[config.mk]
export PLATFORM = sky130hd
export DESIGN_NAME = child_resp_collector
export DESIGN_NICKNAME = d
export VERILOG_FILES = /design/src/rtl/child_resp_collector.sv
export SDC_FILE = /design/constraint.sdc
export NUM_CORES = 1
export LEC_CHECK = 0
export CORE_ASPECT_RATIO = 0.8
export CORE_MARGIN = 2
export CORE_UTILIZATION = 39
export DETAILED_ROUTE_END_ITERATION = 6
export HOLD_SLACK_MARGIN = 0.15
export PLACE_DENSITY = 0.73
export SYNTH_ARGS = -nofsm -noshare
export SYNTH_HDL_FRONTEND = slang
export SYNTH_SLANG_ARGS = --single-unit
[constraint.sdc]
create_clock -name clk -period 10.6 [get_ports clk]
set_input_delay 1.06 -clock clk [delete_from_list [all_inputs] [get_ports clk]]
set_output_delay 1.06 -clock clk [all_outputs]
set_load 0.05 [all_outputs]
[src/rtl/child_resp_collector.sv]
// Round-robin collector merging NUM_CHILD child response streams into one registered parent stream.
// Optional per-child accept counters (c_cnt) are built when CHILD_RESP_COLLECTOR_CNT_EN is defined.
module child_resp_collector #(
  parameter int DATA_W    = 8,
  parameter int NUM_CHILD = 5
) (
  input  logic                          clk,
  input  logic                          rst,
  input  logic [NUM_CHILD-1:0]          c_valid,
  input  logic [NUM_CHILD*DATA_W-1:0]   c_data,
  output logic [NUM_CHILD-1:0]          c_ready,
  output logic                          p_valid,
  output logic [DATA_W-1:0]             p_data,
  output logic [2:0]                    p_src,
  input  logic                          p_ready
`ifdef CHILD_RESP_COLLECTOR_CNT_EN
  ,
  output logic [NUM_CHILD*16-1:0]       c_cnt
`endif
);

  localparam logic [2:0] LAST_IDX = 3'(NUM_CHILD - 1);
  localparam logic [3:0] NUM_C4   = 4'(NUM_CHILD);

  typedef enum logic {
    EMPTY = 1'b0,
    FULL  = 1'b1
  } state_t;

  state_t              state_r;
  logic [DATA_W-1:0]   p_data_r;
  logic [2:0]          p_src_r;
  logic [2:0]          last_grant_r;

  logic                loadable_s;
  logic                found_s;
  logic [2:0]          winner_s;
  logic                xfer_s;
  logic [DATA_W-1:0]   sel_data_s;

  // (idx + step) mod NUM_CHILD; idx < NUM_CHILD and step <= NUM_CHILD, so one subtraction suffices
  function automatic logic [2:0] wrap_add(input logic [2:0] idx, input logic [3:0] step);
    logic [3:0] sum;
    sum = {1'b0, idx} + step;
    if (sum >= NUM_C4) begin
      sum = sum - NUM_C4;
    end else begin
      sum = sum;
    end
    return sum[2:0];
  endfunction

  assign loadable_s = !rst && ((state_r == EMPTY) || p_ready);

  // Round-robin search starting just after the last granted child
  always_comb begin
    found_s  = 1'b0;
    winner_s = 3'd0;
    for (int k = 1; k <= NUM_CHILD; k++) begin
      if (!found_s && c_valid[wrap_add(last_grant_r, 4'(k))]) begin
        found_s  = 1'b1;
        winner_s = wrap_add(last_grant_r, 4'(k));
      end else begin
        found_s  = found_s;
        winner_s = winner_s;
      end
    end
  end

  // One-hot accept to the winner, only when the output register can take it
  always_comb begin
    c_ready = {NUM_CHILD{1'b0}};
    if (loadable_s && found_s) begin
      c_ready[winner_s] = 1'b1;
    end else begin
      c_ready = {NUM_CHILD{1'b0}};
    end
  end

  assign xfer_s = |c_ready;

  // Data mux for the winning child
  always_comb begin
    sel_data_s = {DATA_W{1'b0}};
    for (int i = 0; i < NUM_CHILD; i++) begin
      if (winner_s == 3'(i)) begin
        sel_data_s = c_data[i*DATA_W +: DATA_W];
      end else begin
        sel_data_s = sel_data_s;
      end
    end
  end

  // Output stage FSM: holds the merged response and tracks the last grant
  always_ff @(posedge clk) begin
    if (rst) begin
      state_r      <= EMPTY;
      p_data_r     <= {DATA_W{1'b0}};
      p_src_r      <= 3'd0;
      last_grant_r <= LAST_IDX;
    end else begin
      case (state_r)
        EMPTY: begin
          if (xfer_s) begin
            state_r      <= FULL;
            p_data_r     <= sel_data_s;
            p_src_r      <= winner_s;
            last_grant_r <= winner_s;
          end else begin
            state_r      <= EMPTY;
          end
        end
        FULL: begin
          if (xfer_s) begin
            // parent drain and refill in the same cycle: no bubble
            state_r      <= FULL;
            p_data_r     <= sel_data_s;
            p_src_r      <= winner_s;
            last_grant_r <= winner_s;
          end else if (p_ready) begin
            state_r      <= EMPTY;
          end else begin
            state_r      <= FULL;
          end
        end
        default: begin
          state_r      <= EMPTY;
          p_data_r     <= {DATA_W{1'b0}};
          p_src_r      <= 3'd0;
          last_grant_r <= LAST_IDX;
        end
      endcase
    end
  end

  assign p_valid = (state_r == FULL);
  assign p_data  = p_data_r;
  assign p_src   = p_src_r;

`ifdef CHILD_RESP_COLLECTOR_CNT_EN
  logic [15:0] cnt_r [NUM_CHILD];

  // Saturating per-child accept counters
  always_ff @(posedge clk) begin
    if (rst) begin
      for (int i = 0; i < NUM_CHILD; i++) begin
        cnt_r[i] <= 16'd0;
      end
    end else begin
      for (int i = 0; i < NUM_CHILD; i++) begin
        if (c_ready[i] && (cnt_r[i] != 16'hFFFF)) begin
          cnt_r[i] <= cnt_r[i] + 16'd1;
        end else begin
          cnt_r[i] <= cnt_r[i];
        end
      end
    end
  end

  for (genvar g = 0; g < NUM_CHILD; g++) begin : g_cnt
    assign c_cnt[g*16 +: 16] = cnt_r[g];
  end
`endif

endmodule
**Word level (Yosys, flattened, before mapping)**

Index checks and enable logic that the tools add are counted.

- Bits in registers: 15
- Input bits: 48
- Word-level logic and storage cells: 85

- $add $sub $neg: 10
- $lt $le $gt $ge: 12
- Eq/ne operators: 4
- Muxes and demuxes: 39
- Bitwise gates (word level): 1
- Reduce and logical (&&, ||, !) cells: 15

Operators with widths:

| kind | count |
|---|---|
| two-way mux 8 bit | 6 |
| two-way mux 3 bit | 11 |
| < comparator 3 x 4 -> 1 bit (second input constant) | 6 |
| greater-or-equal comparator 4 x 3 -> 1 bit (second input constant) | 5 |
| binary-select mux 1 bit (select 3 bit) | 5 |
| subtractor 3 bit (second input constant) | 5 |
| two-way mux 1 bit | 14 |
| adder 3 x 2 -> 4 bit (second input constant) | 2 |
| adder 3 x 3 -> 4 bit (second input constant) | 2 |
| logical AND 1 bit | 7 |
| equality test 3 x 2 -> 1 bit (second input constant) | 2 |
| zero test 1 bit | 5 |
| two-way mux 5 bit | 1 |
| OR reduction 5 bit | 1 |
| adder 3 x 1 -> 4 bit (second input constant) | 1 |
| demux 1 bit (select 3 bit) | 1 |
| equality test 3 x 1 -> 1 bit (second input constant) | 1 |
| equality test 3 bit (second input constant) | 1 |
| greater-or-equal comparator 3 x 1 -> 1 bit (second input constant) | 1 |
| zero test 3 bit | 1 |
| one-hot mux 1 bit (2 select lines) | 1 |
| logical OR 1 bit | 1 |
| inverter 1 bit | 1 |

**Logic depth before layout (Yosys ltp)**

- Depth after elaboration: 26
- Depth in mapped cells: 17

**Worst setup path before layout**

OpenSTA, ideal clock, no wires.

- Path type: reg2out
- Start: reg, netlist name p_src[0]
- End: out c_ready[0]
- Arrival: 4,536 ps
- Setup slack: 5,004 ps
- Cell stages (with the launch flop): 15
- Buffers on the path: 3
- Path through: dfxtp_1 > inv_1 > buf_1 > ha_1 > ha_1 > clkbuf_1 > nor2b_1 > a22o_1 > o2111a_1 > o32ai_2 > nand2_1 > a311oi_4 > o21ai_4 > buf_6 > nor3_1

RTL lines:

| item | RTL line | text |
|---|---|---|
| to (decl) | 11 | `output logic [NUM_CHILD-1:0] c_ready,` |

==> impl_results.md <==
- Clk Tree Root Cell: clkbuf_8
- RR Endpoint: p_data[3]$_SDFFE_PP0P_
- Largest net degree at the start of global routing: 38
- Least-Margin Pin Slew: about 840 ps
- Hold Path Cell Cnt: 2
- Yosys warnings: 0
- Post-CTS Resized: 0
- Clk sink count: 13
- Initial Utilization: between 40% and 50%
- Remaining DRCs: 0
- Post-Syn Nets: 325
- Max-cap violations: 0
- CP startpoint kind: flop
- Vias in the first global route: 2136
- Class of the worst hold path: reg -> reg
- Wire per inst: about 18 um
- # rows: 23
- CTS tree: done
- CTS H-tree depth: 1
- Endpoint, Worst Hold: p_src[2]$_SDFFE_PP0P_
- Die area: between 6000 and 7000 um^2
- Later-pin clock latency in the skew report: approximately 240 ps
- Critical Path AT: approximately 5200 ps
- Die Width: 86.4 um
- Yosys cell types: between 70 and 80
- Status: complete, no violations
- FMAX: around 160 MHz
- Sequential-to-total area share from yosys stat: between 10 and 15%
- Via count: ~2400
- Final Core Density: between 50% and 60%
- Async SR Flop Fraction: 0%
- First-pass GRT wire length: ~11 mm
- Tmin final: about 6300 ps
- Area Overhead vs Synth: 30.7%
- Final period utilization: roughly three fifths
- Flops & latches, synth: 13
- Post-synth EDFFs: 0
- Port bufs: between 60 and 70
- Max transition margin: 43.7%
- Fin. Hold Viols: 0
- CP endpoint kind: output pin
- Setup-failing EPs final: 0
- Final Skew: 2.51 ps
- DR vias/cell: about 6.3
- Post-DP HPWL: roughly 5.2 mm
- Worst hold start: p_src[2]$_SDFFE_PP0P_
- Mapped Cells: ~270
- Initial antenna violation count: 0
- CORE AREA: approximately 5000 um^2
- Mean Syn Cell Area: about 8.0 um^2
- Clock-pin transition on the worst setup and hold timing paths: about 50 ps
- Num CTS Buffers: 3
- Final Max Tran Viols: 0
- Die span in y: 69.9 um
- Layout cells sized above 1: 10.2%
- Hold Buf Count CTS: 0
- ANT cells: 0
- Tot GR Track Use: around 22%
- Worst hold slack: roughly 480 ps
- Antenna-violating nets left: 0
- Clk buf depth: 2
- DR pass1 iterations: 5
- Crit path kind: reg -> out
- R2R Setup Slk: 5910 ps
- Crit. Startpoint: p_src[0]$_SDFFE_PP0P_
- I/O pin cnt: between 60 and 70
- R2R depth: 13
- RSZ-0062 raised after global routing: false
- GRT overflow: 0
- Req. time, crit path: about 9500 ps
- Primary FF master, synth: dfxtp_1
- Syn Std Cell Area: between 2000 and 2500 um^2
- Routability Congestion: 0.995
- NumNets Final: around 370
- Total wire length: 6.79 mm
- Iter 0 DRT Violations: between 200 and 300
- Filler instances: ~500
- Worst r2r src: p_src[0]$_SDFFE_PP0P_
- Setup_tns: 0 ps
- Postcts setup bufs: 0
- CP Max Fanout: 37
-- how the worst max path moves through the flow --
stage	slack (ps)	cells after the start	end
after floorplan	5000	14	c_ready[0]
after global placement	4690	13	c_ready[0]
after detailed placement	4670	13	c_ready[1]
after CTS	4400	13	c_ready[0]
after global routing	3900	10	c_ready[0]
final	4340	13	c_ready[0]
-- cell usage after synthesis, types with 4 or more instances --
master	count	share of area (%)
inv_1	14	2.5
dfxtp_1	13	12
o21bai_1	10	3.5
nand2_1	17	3.0
nand3_1	12	2.8
nor2_1	16	2.8
a211oi_2	14	8.3
o211ai_1	4	1.4
ha_1	10	5.9
o21ai_0	7	1.7
nor2b_1	8	2.4
buf_2	5	1.2
clkbuf_1	7	1.2
nand2b_1	10	3.0
a221oi_1	9	3.7
nor3_1	4	0.95
a2111oi_0	4	1.7
a31oi_1	4	1.2
a21oi_1	8	1.9
mux2i_1	4	1.9
o211a_1	10	4.7
a211oi_1	9	3.2
-- area by class of cell --
type	count	area (um^2)	area share (%)
repair buffers	65	648	23.4
flip-flops and latches	13	260	9.40
multi-input cells	218	1680	60.9
inverters	14	52.6	1.90
clock buffers	4	45.0	1.63
well taps	62	77.6	2.80
-- worst max-delay path: stages (launching register included) --
cell             delay, ps
dfxtp_1                290
buf_4                  230
inv_1                  420
ha_1                   280
inv_1                   60
fa_1                   520
or3_1                  440
o2bb2ai_1              150
a21boi_1               400
nor4b_1                580
a311oi_4               180
o21ai_4                550
nor3_1                 130
clkdlybuf4s50_1        730
-- registers in the layout, indices dropped and copies added, names as in the netlist --
register	cells
last_grant_r	1
p_data	8
p_src	3
p_valid	1
-- cells in the final DEF, fill, tap and decap left out, types with 2 or more instances in the layout --
cell / synthesis / final
clkdlybuf4s50_1: 0 / 64
nand2_1: 17 / 17
nor2_1: 16 / 16
inv_1: 14 / 14
a211oi_2: 14 / 14
dfxtp_1: 13 / 13
nand3_1: 12 / 12
nand2b_1: 10 / 10
o21bai_1: 10 / 10
o211a_1: 10 / 10
ha_1: 10 / 10
a211oi_1: 9 / 9
a221oi_1: 9 / 9
nor2b_1: 8 / 8
a21oi_1: 8 / 8
o21ai_0: 7 / 7
nor3_1: 4 / 4
a2111oi_0: 4 / 4
a31oi_1: 4 / 4
o211ai_1: 4 / 4
mux2i_1: 4 / 4
or2_2: 3 / 3
a21boi_0: 3 / 3
or3_1: 3 / 3
clkbuf_8: 0 / 3
a211o_1: 2 / 2
nand3b_1: 2 / 2
a21o_1: 2 / 2
o221ai_1: 2 / 2
a2bb2oi_1: 2 / 2
and2_1: 2 / 2
nor4_1: 2 / 2
-- layer usage --
| layer | global-route usage (%) | vias up | wire [um] |
|---|---|---|---|
| met5 | 0 | - | 0 |
| met4 | 2.26 | 0 | 61 |
| met3 | 2.25 | 11 | 441 |
| met2 | 34.1 | 107 | 3090 |
| met1 | 32.6 | 1123 | 3200 |
| li1 | - | 1130 | - |
-- cell families after synthesis --
family	share of synthesized area, %
buffers and inverters	8.16
AO/OA/AOI/OAI	45.2
flip-flops	12.3
AND/OR/NAND/NOR	23.8
adder cells (fa/ha/maj)	6.86
multiplexers	2.96
XOR/XNOR	0.828
-- stage by stage --
stage | worst slack [ps] | instances | cell area [um^2]
detailed placement | 4670 | 372 | 2720
global placement | 4690 | 372 | 2720
finish | 4340 | 376 | 2770
CTS | 4400 | 376 | 2770
floorplan | 5000 | 266 | 2120
global route | 3900 | 376 | 2770
Power is left out: the tool's default activity adds up to more than one toggle a clock period on the data nets, which glitch-free logic cannot reach.
